$ cat src/rtl/gcd_pkg.sv
// Shared types and mux-select encodings for the subtractive GCD controller and datapath.
package gcd_pkg;

   localparam int unsigned OP_W = 16;

   localparam logic SEL_DATA = 1'b1;
   localparam logic SEL_SUB  = 1'b0;
   localparam logic SEL_A    = 1'b1;
   localparam logic SEL_B    = 1'b0;

   typedef enum logic [2:0] {
      IDLE   = 3'd0,
      LOAD_A = 3'd1,
      LOAD_B = 3'd2,
      CALC   = 3'd3,
      DONE   = 3'd4
   } state_t;

endpackage

$ cat src/rtl/gcd_ctrl.sv
// Controller for the subtractive GCD datapath: loads A then B over a valid/ready
// handshake, subtracts the smaller from the larger until eq, with a bounded iteration budget.
module gcd_ctrl
   import gcd_pkg::*;
#(
   parameter int unsigned CNT_W    = 16,
   parameter int unsigned MAX_ITER = 65535
) (
   input  logic             clk,
   input  logic             rst,
   input  logic             start,
   input  logic             in_valid,
   output logic             in_ready,
   input  logic             gt,
   input  logic             lt,
   input  logic             eq,
   output logic             sel_in,
   output logic             sel1,
   output logic             sel2,
   output logic             LdA,
   output logic             LdB,
   output logic             busy,
   output logic             done,
   output logic             timeout,
   output logic [CNT_W-1:0] iter_count
);

   localparam logic [CNT_W-1:0] MAX_CNT = CNT_W'(MAX_ITER);

   state_t           state_q, state_d;
   logic [CNT_W-1:0] iter_q, iter_d;
   logic             to_q, to_d;

   always_ff @(posedge clk) begin
      if (rst) begin
         state_q <= IDLE;
         iter_q  <= '0;
         to_q    <= 1'b0;
      end else begin
         state_q <= state_d;
         iter_q  <= iter_d;
         to_q    <= to_d;
      end
   end

   always_comb begin
      state_d  = state_q;
      iter_d   = iter_q;
      to_d     = to_q;
      in_ready = 1'b0;
      sel_in   = SEL_SUB;
      sel1     = SEL_B;
      sel2     = SEL_B;
      LdA      = 1'b0;
      LdB      = 1'b0;
      busy     = 1'b0;
      done     = 1'b0;
      unique case (state_q)
         IDLE: begin
            if (start) begin
               state_d = LOAD_A;
               iter_d  = '0;
               to_d    = 1'b0;
            end
         end
         LOAD_A: begin
            busy     = 1'b1;
            in_ready = 1'b1;
            sel_in   = SEL_DATA;
            LdA      = in_valid;
            if (in_valid) state_d = LOAD_B;
         end
         LOAD_B: begin
            busy     = 1'b1;
            in_ready = 1'b1;
            sel_in   = SEL_DATA;
            LdB      = in_valid;
            if (in_valid) state_d = CALC;
         end
         CALC: begin
            busy = 1'b1;
            if (eq) begin
               state_d = DONE;
               to_d    = 1'b0;
            end else if (iter_q == MAX_CNT) begin
               state_d = DONE;
               to_d    = 1'b1;
            end else if (gt) begin
               sel1   = SEL_A;
               sel2   = SEL_B;
               LdA    = 1'b1;
               iter_d = iter_q + 1'b1;
            end else if (lt || !gt) begin
               // an inconsistent flag pair (none set) takes the B - A path
               sel1   = SEL_B;
               sel2   = SEL_A;
               LdB    = 1'b1;
               iter_d = iter_q + 1'b1;
            end
         end
         DONE: begin
            busy    = 1'b1;
            done    = 1'b1;
            state_d = IDLE;
         end
         default: state_d = IDLE;
      endcase
   end

   assign timeout    = to_q;
   assign iter_count = iter_q;

endmodule

$ cat config.mk
export PLATFORM = sky130hd
export DESIGN_NAME = gcd_ctrl
export DESIGN_NICKNAME = d
export VERILOG_FILES = /design/src/rtl/gcd_pkg.sv /design/src/rtl/gcd_ctrl.sv
export SDC_FILE = /design/constraint.sdc
export NUM_CORES = 1
export LEC_CHECK = 0
export BUFFER_PORTS_ARGS = -buffer_cell sky130_fd_sc_hd__buf_2
export CELL_PAD_IN_SITES_DETAIL_PLACEMENT = 1
export CELL_PAD_IN_SITES_GLOBAL_PLACEMENT = 2
export CORE_MARGIN = 2
export CORE_UTILIZATION = 27
export CTS_BUF_LIST = sky130_fd_sc_hd__clkbuf_16
export CTS_CLUSTER_SIZE = 8
export DETAILED_ROUTE_END_ITERATION = 6
export HOLD_SLACK_MARGIN = 0.08
export PLACE_DENSITY = 0.84
export SLEW_MARGIN = 15
export SYNTH_ARGS = -nofsm -noshare
export SYNTH_HDL_FRONTEND = slang
export SYNTH_SLANG_ARGS = --single-unit
$ cat constraint.sdc
create_clock -name clk -period 2.3 [get_ports clk]
set_input_delay 0.46 -clock clk [delete_from_list [all_inputs] [get_ports clk]]
set_output_delay 0.46 -clock clk [all_outputs]
set_load 0.02 [all_outputs]
== After elaboration in Yosys (flattened, before gate mapping) ==
Index checks and enable logic that the tools add are counted.
Storage, ports and cells
  output and inout port bits: 25
  word-level logic and storage cells: 55
  bits in registers: 20
  input bits: 7
Cells by class
  equal/unequal tests: 12
  multiplexer cells: 30
  add/subtract/negate cells: 1
  reduce and logical (&&, ||, !) cells: 9
Operator list (count)
  $mux 16: 5
  $pmux 16 s2: 1
  $add 16x1->16 const B: 1
  $eq 16x16->1 const B: 1
  $mux 1: 15
  $mux 3: 5
  $pmux 3 s4: 1
  $ne 2x2->1 const B: 5
  $eq 3x2->1 const B: 2
  $ne 3x3->1 const B: 2
  $pmux 1 s2: 3
  $reduce_and 5->1: 1
  $reduce_and 4->1: 1
  $reduce_or 4->1: 1
  $eq 3x1->1 const B: 1
  $eq 3x3->1 const B: 1
  $logic_not 3->1: 1
  $reduce_and 3->1: 1
  $reduce_bool 2->1: 1
  $reduce_or 2->1: 1
  $logic_not 1->1: 1
  $logic_or 1x1->1: 1

== Longest topological paths before layout ==
Gate-level depths: netlist (run 1).
  word-level depth: 7
  mapped depth: 7
  mapped depth without buffers: 5

== Worst setup path after synthesis (run 1) ==
OpenSTA, ideal clock, no wires.
  path type: reg-to-output
  start: reg iter_q[0], in the netlist iter_count[0]
  end: out sel1
  cell stages (with the launch flop): 7
  arrival: 2032 ps
  data required time: 1840 ps
  buffers on the path: 2
  setup slack: -192 ps
  cells stage by stage: dfxtp_1 ha_1 nand4_4 or4_1 buf_2 clkbuf_1 and3_1
On the way
  word-level cells in the longest chain between the ends: 4
RTL lines
  start: declaration: RTL line gcd_ctrl.sv:31  | logic [CNT_W-1:0] iter_q, iter_d;
  start signal: assignment: RTL line gcd_ctrl.sv:41  | iter_q <= iter_d;
  $eq 16x16->1: RTL line gcd_ctrl.sv:85  | end else if (iter_q == MAX_CNT) begin
  $mux 1: RTL line gcd_ctrl.sv:85
  $mux 1
  $mux 1: RTL line gcd_ctrl.sv:58  | unique case (state_q)
  end: declaration: RTL line gcd_ctrl.sv:18  | output logic sel1,
No other way between the ends.

== Worst setup path in the final report (run 1) ==
  start: reg iter_q[1], in the netlist iter_count[1]
  end: out LdA
On the way
  word-level cells in the longest chain between the ends: 4
RTL lines
  $eq 16x16->1: RTL line gcd_ctrl.sv:85
  $mux 1
  $mux 1: RTL line gcd_ctrl.sv:82  | if (eq) begin
  $pmux 1 s2: RTL line gcd_ctrl.sv:58
  end: declaration: RTL line gcd_ctrl.sv:20  | output logic LdA,
No other way between the ends.

==> impl_metrics.json, run 1 <==
{
  "drc": 0,
  "slew_headroom_pct": 53.5,
  "synth_top_family_by_area": "simple AND/OR/NAND/NOR gates",
  "portBuffers": 30,
  "startpoint_type": "flip-flop",
  "layout.nets": 205,
  "dr.pass1.iters": 4,
  "fin_crit_ns": 2.29,
  "grt_pass1_wl_mm": 7.25,
  "reg2reg_depth": 6,
  "ys_seq_elements": 20,
  "dp_cells": 240,
  "crit_path_end_kind": "primary output",
  "hold_buffers": 0,
  "grt.total_usage_pct": 17.4,
  "synth-compound-area-share_pct": 24.0,
  "synthAdderAreaFrac_pct": 1.00,
  "crit_required_ns": 1.84,
  "hold_ws_ns": 0.464,
  "yosysTopAreaCell": "dfxtp_1",
  "r2r_slack_ns": 0.29,
  "synth_flop_cell": "dfxtp_1",
  "cts_buffers": 3,
  "final_util_pct": 38.4,
  "cts_sinks": 20,
  "final_cells": 248,
  "dp_hpwl_mm": 3.05,
  "worstMarginPinSlew_ns": 0.695,
  "fin_ws_ns": 0.0116,
  "fmax_mhz": 437,
  "ys_top_cells_by_area": "dfxtp_1 32%, a31oi_1 7.5%, o211ai_1 4.2%, nand3_1 4.0%, nor2_1 3.9%",
  "rsz0062_at_grt": "true",
  "ios": 32,
  "area_growth_pct": 35.6,
  "antenna_cells": 0,
  "fin_crit_sh_pct": 99.5,
  "syn-cell-area_um2": 1250,
  "synth_most_common_cell": "dfxtp_1",
  "syn_nets": 159,
  "die-area_um2": 5180,
  "drv_slew": 0,
  "core_um2": 4410,
  "timing.rr.start": "iter_count[1]",
  "yosys.area_share.simple_pct": 33.4,
  "ir_drop_mv": 0.351,
  "finalClockSkew_ns": 0.00328,
  "post-place-ws_ns": 0.142,
  "cp.arrival_ns": 1.83,
  "cap_violations": 0,
  "ys_top_cells_by_count": "20 x dfxtp_1, 15 x a31oi_1, 13 x nor2_1",
  "synth-edff-count": 0,
  "yosysWarnings": 0,
  "cts_tree": "yes",
  "routed_wl_mm": 4.15,
  "setup_violations": 0,
  "syn_area_per_cell_um2": 8.27,
  "gp_congestion": 0.763,
  "outcome": "finished clean",
  "start_util_pct": 28.3,
  "synthDominantCellAreaShare_pct": 32.1,
  "setup_tns_ns": 0,
  "max-clock-path-buffers": 2,
  "hp-class": "reg -> reg",
  "fin_area_um2": 1690,
  "grt_pass1_vias": 1498,
  "hold_viol": 0,
  "drtIter0Drc": 92,
  "cts.clk_slew.worst_paths_ns": 0.06,
  "synthMuxAreaShare_pct": 2.61,
  "vias_per_cell": 5.62,
  "power_leakage_nw": 0.690,
  "hold_end": "iter_count[12]",
  "netlist_instances": 151,
  "ys_types": 46,
  "critPathKind": "reg -> out",
  "antenna_left": 0,
  "h-tree-depth": 1,
  "grt_max_degree": 12,
  "placed_cell_area_um2": 1570,
  "pwr_density_cell_nw_per_um2": 629,
  "path_max_fanout": 5,
  "r2r_end": "state_q[0]",
  "antenna_found_initial": 0,
  "async_reset_ff_share_pct": 0,
  "globalRoute.totalOverflow": 0,
  "final_layout_size_suffix_gt1_share_pct": 36.7,
  "num_vias": 1393,
  "power_mw": 1.06,
  "rows": 24,
  "clkLatencyLatePin_ns": 0.25,
  "hp-start": "iter_count[12]",
  "die_y_um": 72.0,
  "hold_depth": 1,
  "routedWlPerCell_um": 16.7,
  "synth-xor-area-share_pct": 1.40,
  "die_width_um": 72.0,
  "ys_seq_area_share_pct": 32.1,
  "cts_root_buffer": "clkbuf_16"
}
==> how the worst max path moves through the flow <==
stage               cells past startpoint  slack [ns]    to           from
floorplan                               6        0.04  sel1  iter_count[1]
global placement                        6        0.15   LdA  iter_count[0]
detailed placement                      6        0.14   LdA  iter_count[0]
CTS                                     6      0.0008   LdA  iter_count[1]
global route                            6       -0.08   LdA  iter_count[1]
finish                                  6        0.01   LdA  iter_count[1]
==> logic make-up (layout without fill, tap and decap cells) <==
family,Yosys count,in the layout
AND/OR/NAND/NOR,67,67
buffers and inverters,17,62
XOR/XNOR,2,2
flip-flops,20,20
adder cells (fa/ha/maj),1,1
multiplexers,3,3
AO/OA/AOI/OAI,41,41
==> final cells by class <==
| class | instances | area [µm²] |
|---|---|---|
| fill | 548 | 2720 |
| multi-input combinational | 114 | 803 |
| sequential | 20 | 415 |
| timing repair buffer | 50 | 300 |
| clock buffer | 3 | 75.1 |
| tap | 52 | 65.1 |
| inverter | 8 | 30.0 |
| clock inverter | 1 | 3.75 |
==> routing by layer <==
layer  vias to the layer above  share of wire, %  GRT usage, %
met5                         -                 0             0
met4                         0              0.72          3.77
met3                         4               2.8          2.64
met2                        22                52          32.5
met1                       686                44          20.9
li1                        681                 -             -
==> cells in the final DEF (no fill, tap or decap), types with 3 or more instances in the layout <==
master,Yosys,final
buf_2,1,30
clkbuf_16,0,3
nand2_1,5,5
dfxtp_2,0,6
dfxtp_1,20,12
nor3_1,3,3
nand3_1,10,10
o211ai_1,7,7
inv_1,8,9
and2_1,3,3
nand4_1,3,3
nor2_1,13,12
a31oi_1,15,15
nand2b_1,4,4
buf_4,1,20
nor4_1,6,6
==> power breakdown <==
| group | total, mW | switching, mW | internal [mW] |
|---|---|---|---|
| combinational | 0.319 | 0.196 | 0.123 |
| sequential | 0.379 | 0.0207 | 0.359 |
| clock | 0.367 | 0.135 | 0.232 |
| total | 1.06 | 0.351 | 0.714 |
==> flip-flops by register name, summed over array words and instances (netlist names) <==
register	cells
timeout	1
state_q	3
iter_count	16
==> critical path, stage by stage, from the launching register on <==
cell and delay [ns]:
dfxtp_4 0.36, ha_4 0.15, nand4_4 0.07, or4_4 0.57, a32oi_1 0.21, nor3b_1 0.07, buf_2 0.16
==> what timing repair did <==
| item | in CTS | in global routing |
|---|---|---|
| gates resized for setup | 3 | 6 |
| endpoints found under the setup margin | 3 | 3 |
| pin swaps | 6 | 3 |
| setup buffers | 4 | 0 |
Power figures use the tool's default switching activity.
==> run 2, diff against run 1 <==
--- a/config.mk
+++ b/config.mk
@@ -8,12 +8,14 @@
 export BUFFER_PORTS_ARGS = -buffer_cell sky130_fd_sc_hd__buf_2
 export CELL_PAD_IN_SITES_DETAIL_PLACEMENT = 1
 export CELL_PAD_IN_SITES_GLOBAL_PLACEMENT = 2
+export CORE_ASPECT_RATIO = 1.1
 export CORE_MARGIN = 2
 export CORE_UTILIZATION = 27
 export CTS_BUF_LIST = sky130_fd_sc_hd__clkbuf_16
 export CTS_CLUSTER_SIZE = 8
 export DETAILED_ROUTE_END_ITERATION = 6
 export HOLD_SLACK_MARGIN = 0.08
+export MAX_ROUTING_LAYER = met4
 export PLACE_DENSITY = 0.84
 export SLEW_MARGIN = 15
 export SYNTH_ARGS = -nofsm -noshare
==> run 2 against run 1 <==
Against the previous run:
- die area is essentially flat
- power grew 1.2%
- critical path depth is the same
==> impl_metrics.json, run 2 (same netlist as run 1, synthesis figures left out) <==
{
  "slew_headroom_pct": 67.8,
  "dp_hpwl_mm": 3.12,
  "grt.total_usage_pct": 18.0,
  "startpoint_type": "flip-flop",
  "cap_violations": 0,
  "drtIter0Drc": 53,
  "fin_ws_ns": 0.0158,
  "final_layout_size_suffix_gt1_share_pct": 37.1,
  "grt_pass1_wl_mm": 6.87,
  "final_common_cell": "buf_2",
  "h-tree-depth": 1,
  "crit_path_end_kind": "primary output",
  "path_cells": "ha_4, nand4_4, or4_4, a32oi_2, nor3b_1, buf_2",
  "ir_drop_mv": 0.333,
  "die_width_um": 68.8,
  "cpMaxStageDelayCell": "or4_4",
  "max-clock-path-buffers": 2,
  "cp.arrival_ns": 1.82,
  "antenna_found_initial": 0,
  "rows": 25,
  "crit_required_ns": 1.84,
  "hp-class": "reg -> reg",
  "fill_cells": 539,
  "outcome": "finished clean",
  "vias_per_cell": 5.53,
  "fmax_mhz": 438,
  "antenna_left": 0,
  "rsz0062_at_grt": "true",
  "hold_viol": 0,
  "core_um2": 4380,
  "placed_cell_area_um2": 1580,
  "clkLatencyLatePin_ns": 0.26,
  "gp_congestion": 0.809,
  "die_y_um": 75.3,
  "fin_crit_ns": 2.28,
  "antenna_cells": 0,
  "setup_tns_ns": 0,
  "grt_max_degree": 12,
  "globalRoute.totalOverflow": 0,
  "path_max_fanout": 5,
  "setup_violations": 0,
  "cts_buffers": 3,
  "power_leakage_nw": 0.696,
  "power_mw": 1.08,
  "hold_buffers": 0,
  "layout.nets": 206,
  "routed_wl_mm": 4.19,
  "fin_crit_sh_pct": 99.3,
  "drc": 0,
  "portBuffers": 30,
  "grt_pass1_vias": 1479,
  "dp_cells": 243,
  "drv_slew": 0,
  "critical-path-max-stage-delay_ns": 0.57,
  "layout_common_cells": "30 x buf_2, 21 x buf_4, 15 x a31oi_1",
  "routedWlPerCell_um": 16.7,
  "cts.clk_slew.worst_paths_ns": 0.06,
  "cts_root_buffer": "clkbuf_16",
  "cts_tree": "yes",
  "critPathKind": "reg -> out",
  "dr.pass1.iters": 4,
  "num_vias": 1389,
  "start_util_pct": 28.5,
  "largest_reg_flops": 16,
  "worstMarginPinSlew_ns": 0.479,
  "final_cells": 251,
  "die-area_um2": 5190,
  "finalClockSkew_ns": 0.00604,
  "cts_sinks": 20,
  "ios": 32,
  "post-place-ws_ns": 0.0931,
  "area_growth_pct": 36.9,
  "pwr_density_cell_nw_per_um2": 631,
  "fin_area_um2": 1710
}
run 2: worst paths after layout:
path	startpoint	to	slack (ns)	cells after the start
min	timeout	timeout	0.47	2
max reg2reg	iter_count[1]	state_q[0]	0.26	6
min reg2reg	timeout	timeout	0.47	2
max	iter_count[1]	LdA	0.02	6
run 2: final cells by class:
type                    instances  area [µm²]  share of cell area (%)
inverters                       8        30.0                    1.76
clock inverters                 1        3.75                   0.220
multi-input cells             114         811                    47.4
repair buffers                 51         308                    18.0
flip-flops and latches         20         414                    24.2
well taps                      54        67.6                    3.95
clock buffers                   3        75.1                    4.39
run 2: critical path, delay by kind of cell (launching register included):
kind | cells | cell delay (ns)
buffers and inverters | 1 | 0.16
flip-flops | 1 | 0.36
AND/OR/NAND/NOR | 3 | 0.71
AO/OA/AOI/OAI | 1 | 0.19
adder cells (fa/ha/maj) | 1 | 0.15
run 2: timing repair:
action	4_1_cts	5_1_grt
pin swaps	6	1
setup buffers	4	0
resized for setup	4	5
setup endpoints to repair	3	2
gates cloned	0	0
run 2: metrics by stage:
stage / util, % / hold slack, ns
after floorplan: - / 0.547
after global placement: 36.0 / 0.464
after detailed placement: 36.0 / 0.468
after CTS: 38.7 / 0.476
after global routing: 39.0 / 0.517
final: 39.0 / 0.467
run 2: metal layers:
| metal | global-route usage (%) | up-vias | wire length [µm] |
|---|---|---|---|
| li1 | - | 681 | - |
| met1 | 19.8 | 676 | 1820 |
| met2 | 33.4 | 28 | 2220 |
| met3 | 2.22 | 4 | 123 |
| met4 | 5.66 | 0 | 34 |
| met5 | - | - | 0 |
run 2: power by group:
group	internal, mW	switching (mW)	total (mW)	leakage (nW)
Sequential	0.359	0.0195	0.378	0.166
Clock	0.232	0.141	0.373	0.0423
Combinational	0.126	0.201	0.326	0.488
==> run 3, diff against run 2 <==
--- a/config.mk
+++ b/config.mk
@@ -10,14 +10,14 @@
 export CELL_PAD_IN_SITES_GLOBAL_PLACEMENT = 2
 export CORE_ASPECT_RATIO = 1.1
 export CORE_MARGIN = 2
-export CORE_UTILIZATION = 27
+export CORE_UTILIZATION = 30
 export CTS_BUF_LIST = sky130_fd_sc_hd__clkbuf_16
 export CTS_CLUSTER_SIZE = 8
 export DETAILED_ROUTE_END_ITERATION = 6
 export HOLD_SLACK_MARGIN = 0.08
 export MAX_ROUTING_LAYER = met4
-export PLACE_DENSITY = 0.84
-export SLEW_MARGIN = 15
+export PLACE_DENSITY_LB_ADDON = 0.1
+export SLEW_MARGIN = 20
 export SYNTH_ARGS = -nofsm -noshare
 export SYNTH_HDL_FRONTEND = slang
 export SYNTH_SLANG_ARGS = --single-unit
==> constraint.sdc (replaced) <==
create_clock -name clk -period 2.6 [get_ports clk]
set_input_delay 0.52 -clock clk [delete_from_list [all_inputs] [get_ports clk]]
set_output_delay 0.52 -clock clk [all_outputs]
set_load 0.02 [all_outputs]
==> run 3 against run 2 <==
Against the previous run:
- flip-flop and latch count unchanged
- worst hold slack improved by 0.034 ns
- worst setup slack improved by 0.077 ns
- via count decreased by 4.8%
- critical path type unchanged
- largest cell class unchanged
==> impl_metrics.json, run 3 (same netlist as run 1, synthesis figures left out) <==
{
  "outcome": "finished clean",
  "top_layer": "met4",
  "cap_violations": 0,
  "largest_reg_flops": 16,
  "dr.pass1.iters": 6,
  "start_util_pct": 31.3,
  "pwr_density_cell_nw_per_um2": 582,
  "final_layout_size_suffix_gt1_share_pct": 30.4,
  "cts.clk_slew.worst_paths_ns": 0.06,
  "cp.arrival_ns": 1.99,
  "dp_hpwl_mm": 2.90,
  "die_y_um": 71.7,
  "cpMaxStageDelayCell": "or4_4",
  "setup_tns_ns": 0,
  "vias_per_cell": 5.61,
  "power_leakage_nw": 0.625,
  "antenna_found_initial": 0,
  "hp-class": "reg -> reg",
  "layout.nets": 194,
  "drv_slew": 0,
  "critPathKind": "reg -> out",
  "grt_pass1_vias": 1354,
  "fin_crit_sh_pct": 96.4,
  "area_growth_pct": 27.5,
  "ir_drop_mv": 0.329,
  "die_width_um": 65.5,
  "gp_congestion": 0.794,
  "setup_violations": 0,
  "num_vias": 1323,
  "wl_met2_mm": 1.96,
  "final_util_pct": 39.8,
  "crit_path_end_kind": "primary output",
  "clkLatencyLatePin_ns": 0.25,
  "routedWlPerCell_um": 16.6,
  "h-tree-depth": 1,
  "fmax_mhz": 399,
  "critical-path-max-stage-delay_ns": 0.57,
  "max-clock-path-buffers": 2,
  "dp_cells": 233,
  "rows": 24,
  "routed_wl_mm": 3.92,
  "startpoint_type": "flip-flop",
  "ios": 32,
  "wl_met1_mm": 1.83,
  "cts_setup_buffers": 0,
  "grt_max_degree": 14,
  "drc": 0,
  "antenna_cells": 0,
  "layout_common_cells": "30 x buf_2, 16 x dfxtp_1, 15 x a31oi_1",
  "cts_tree": "yes",
  "final_common_cell": "buf_2",
  "path_max_fanout": 6,
  "crit_required_ns": 2.08,
  "path_cells": "ha_4, nand4_4, or4_4, a32oi_1, nor3b_1, buf_2",
  "final_cells": 236,
  "core_um2": 3990,
  "hold_viol": 0,
  "fin_crit_ns": 2.51,
  "hold_buffers": 0,
  "drtIter0Drc": 84,
  "portBuffers": 30,
  "globalRoute.totalOverflow": 0,
  "worstMarginPinSlew_ns": 0.486,
  "die-area_um2": 4700,
  "slew_headroom_pct": 67.3,
  "grt_pass1_wl_mm": 6.57,
  "cts_root_buffer": "clkbuf_16",
  "met3_length_um": 90,
  "finalClockSkew_ns": 0.00254,
  "rsz0062_at_grt": "false",
  "grt.total_usage_pct": 18.2,
  "cts_sinks": 20,
  "antenna_left": 0,
  "cts_buffers": 3
}
## run 3: report_power, final
part | switching (mW) | internal, mW | total (mW)
sequential | 0.0358 | 0.320 | 0.355
clock | 0.116 | 0.203 | 0.319
combinational | 0.151 | 0.100 | 0.251
## run 3: layout make-up
type,count,area (µm²)
tap,52,65.1
clock buffer,3,75.1
sequential,20,405
multi-input combinational,114,798
inverter,8,30.0
fill,487,2400
timing repair buffer,39,218
## run 3: final timing paths
kind,startpoint,to,slack (ns),cells past startpoint
max,iter_count[0],LdA,0.09,6
min,timeout,timeout,0.50,2
max reg2reg,iter_count[0],state_q[0],0.47,6
min reg2reg,timeout,timeout,0.50,2
## run 3: metal layers
layer,vias up,GRT usage [%]
met4,0,4.86
met2,23,32.0
li1,654,-
met1,642,22.3
met3,4,1.41
met5,-,-
## run 3: repair_timing
action                     in CTS  in global routing
resized for setup               3                  5
hold endpoints to repair        0                  0
setup endpoints to repair       3                  3
cloned                          0                  0
## run 3: metrics by stage
step                      worst slack [ns]  hold slack, ns  total power, mW  area, µm²
after floorplan                     0.0475           0.547            0.545       1250
after global placement               0.181           0.477            0.608       1490
after detailed placement             0.142           0.486            0.612       1490
after CTS                          0.00258           0.501            0.936       1580
after global routing                0.0313           0.520            0.973       1590
final                               0.0926           0.501            0.926       1590
## run 3: critical path: cells and delay by family (launching register included)
| kind | cells | cell delay (ns) |
|---|---|---|
| AND/OR/NAND/NOR | 3 | 0.74 |
| buffers and inverters | 1 | 0.17 |
| adder cells (fa/ha/maj) | 1 | 0.18 |
| flip-flops | 1 | 0.40 |
| AO/OA/AOI/OAI | 1 | 0.24 |
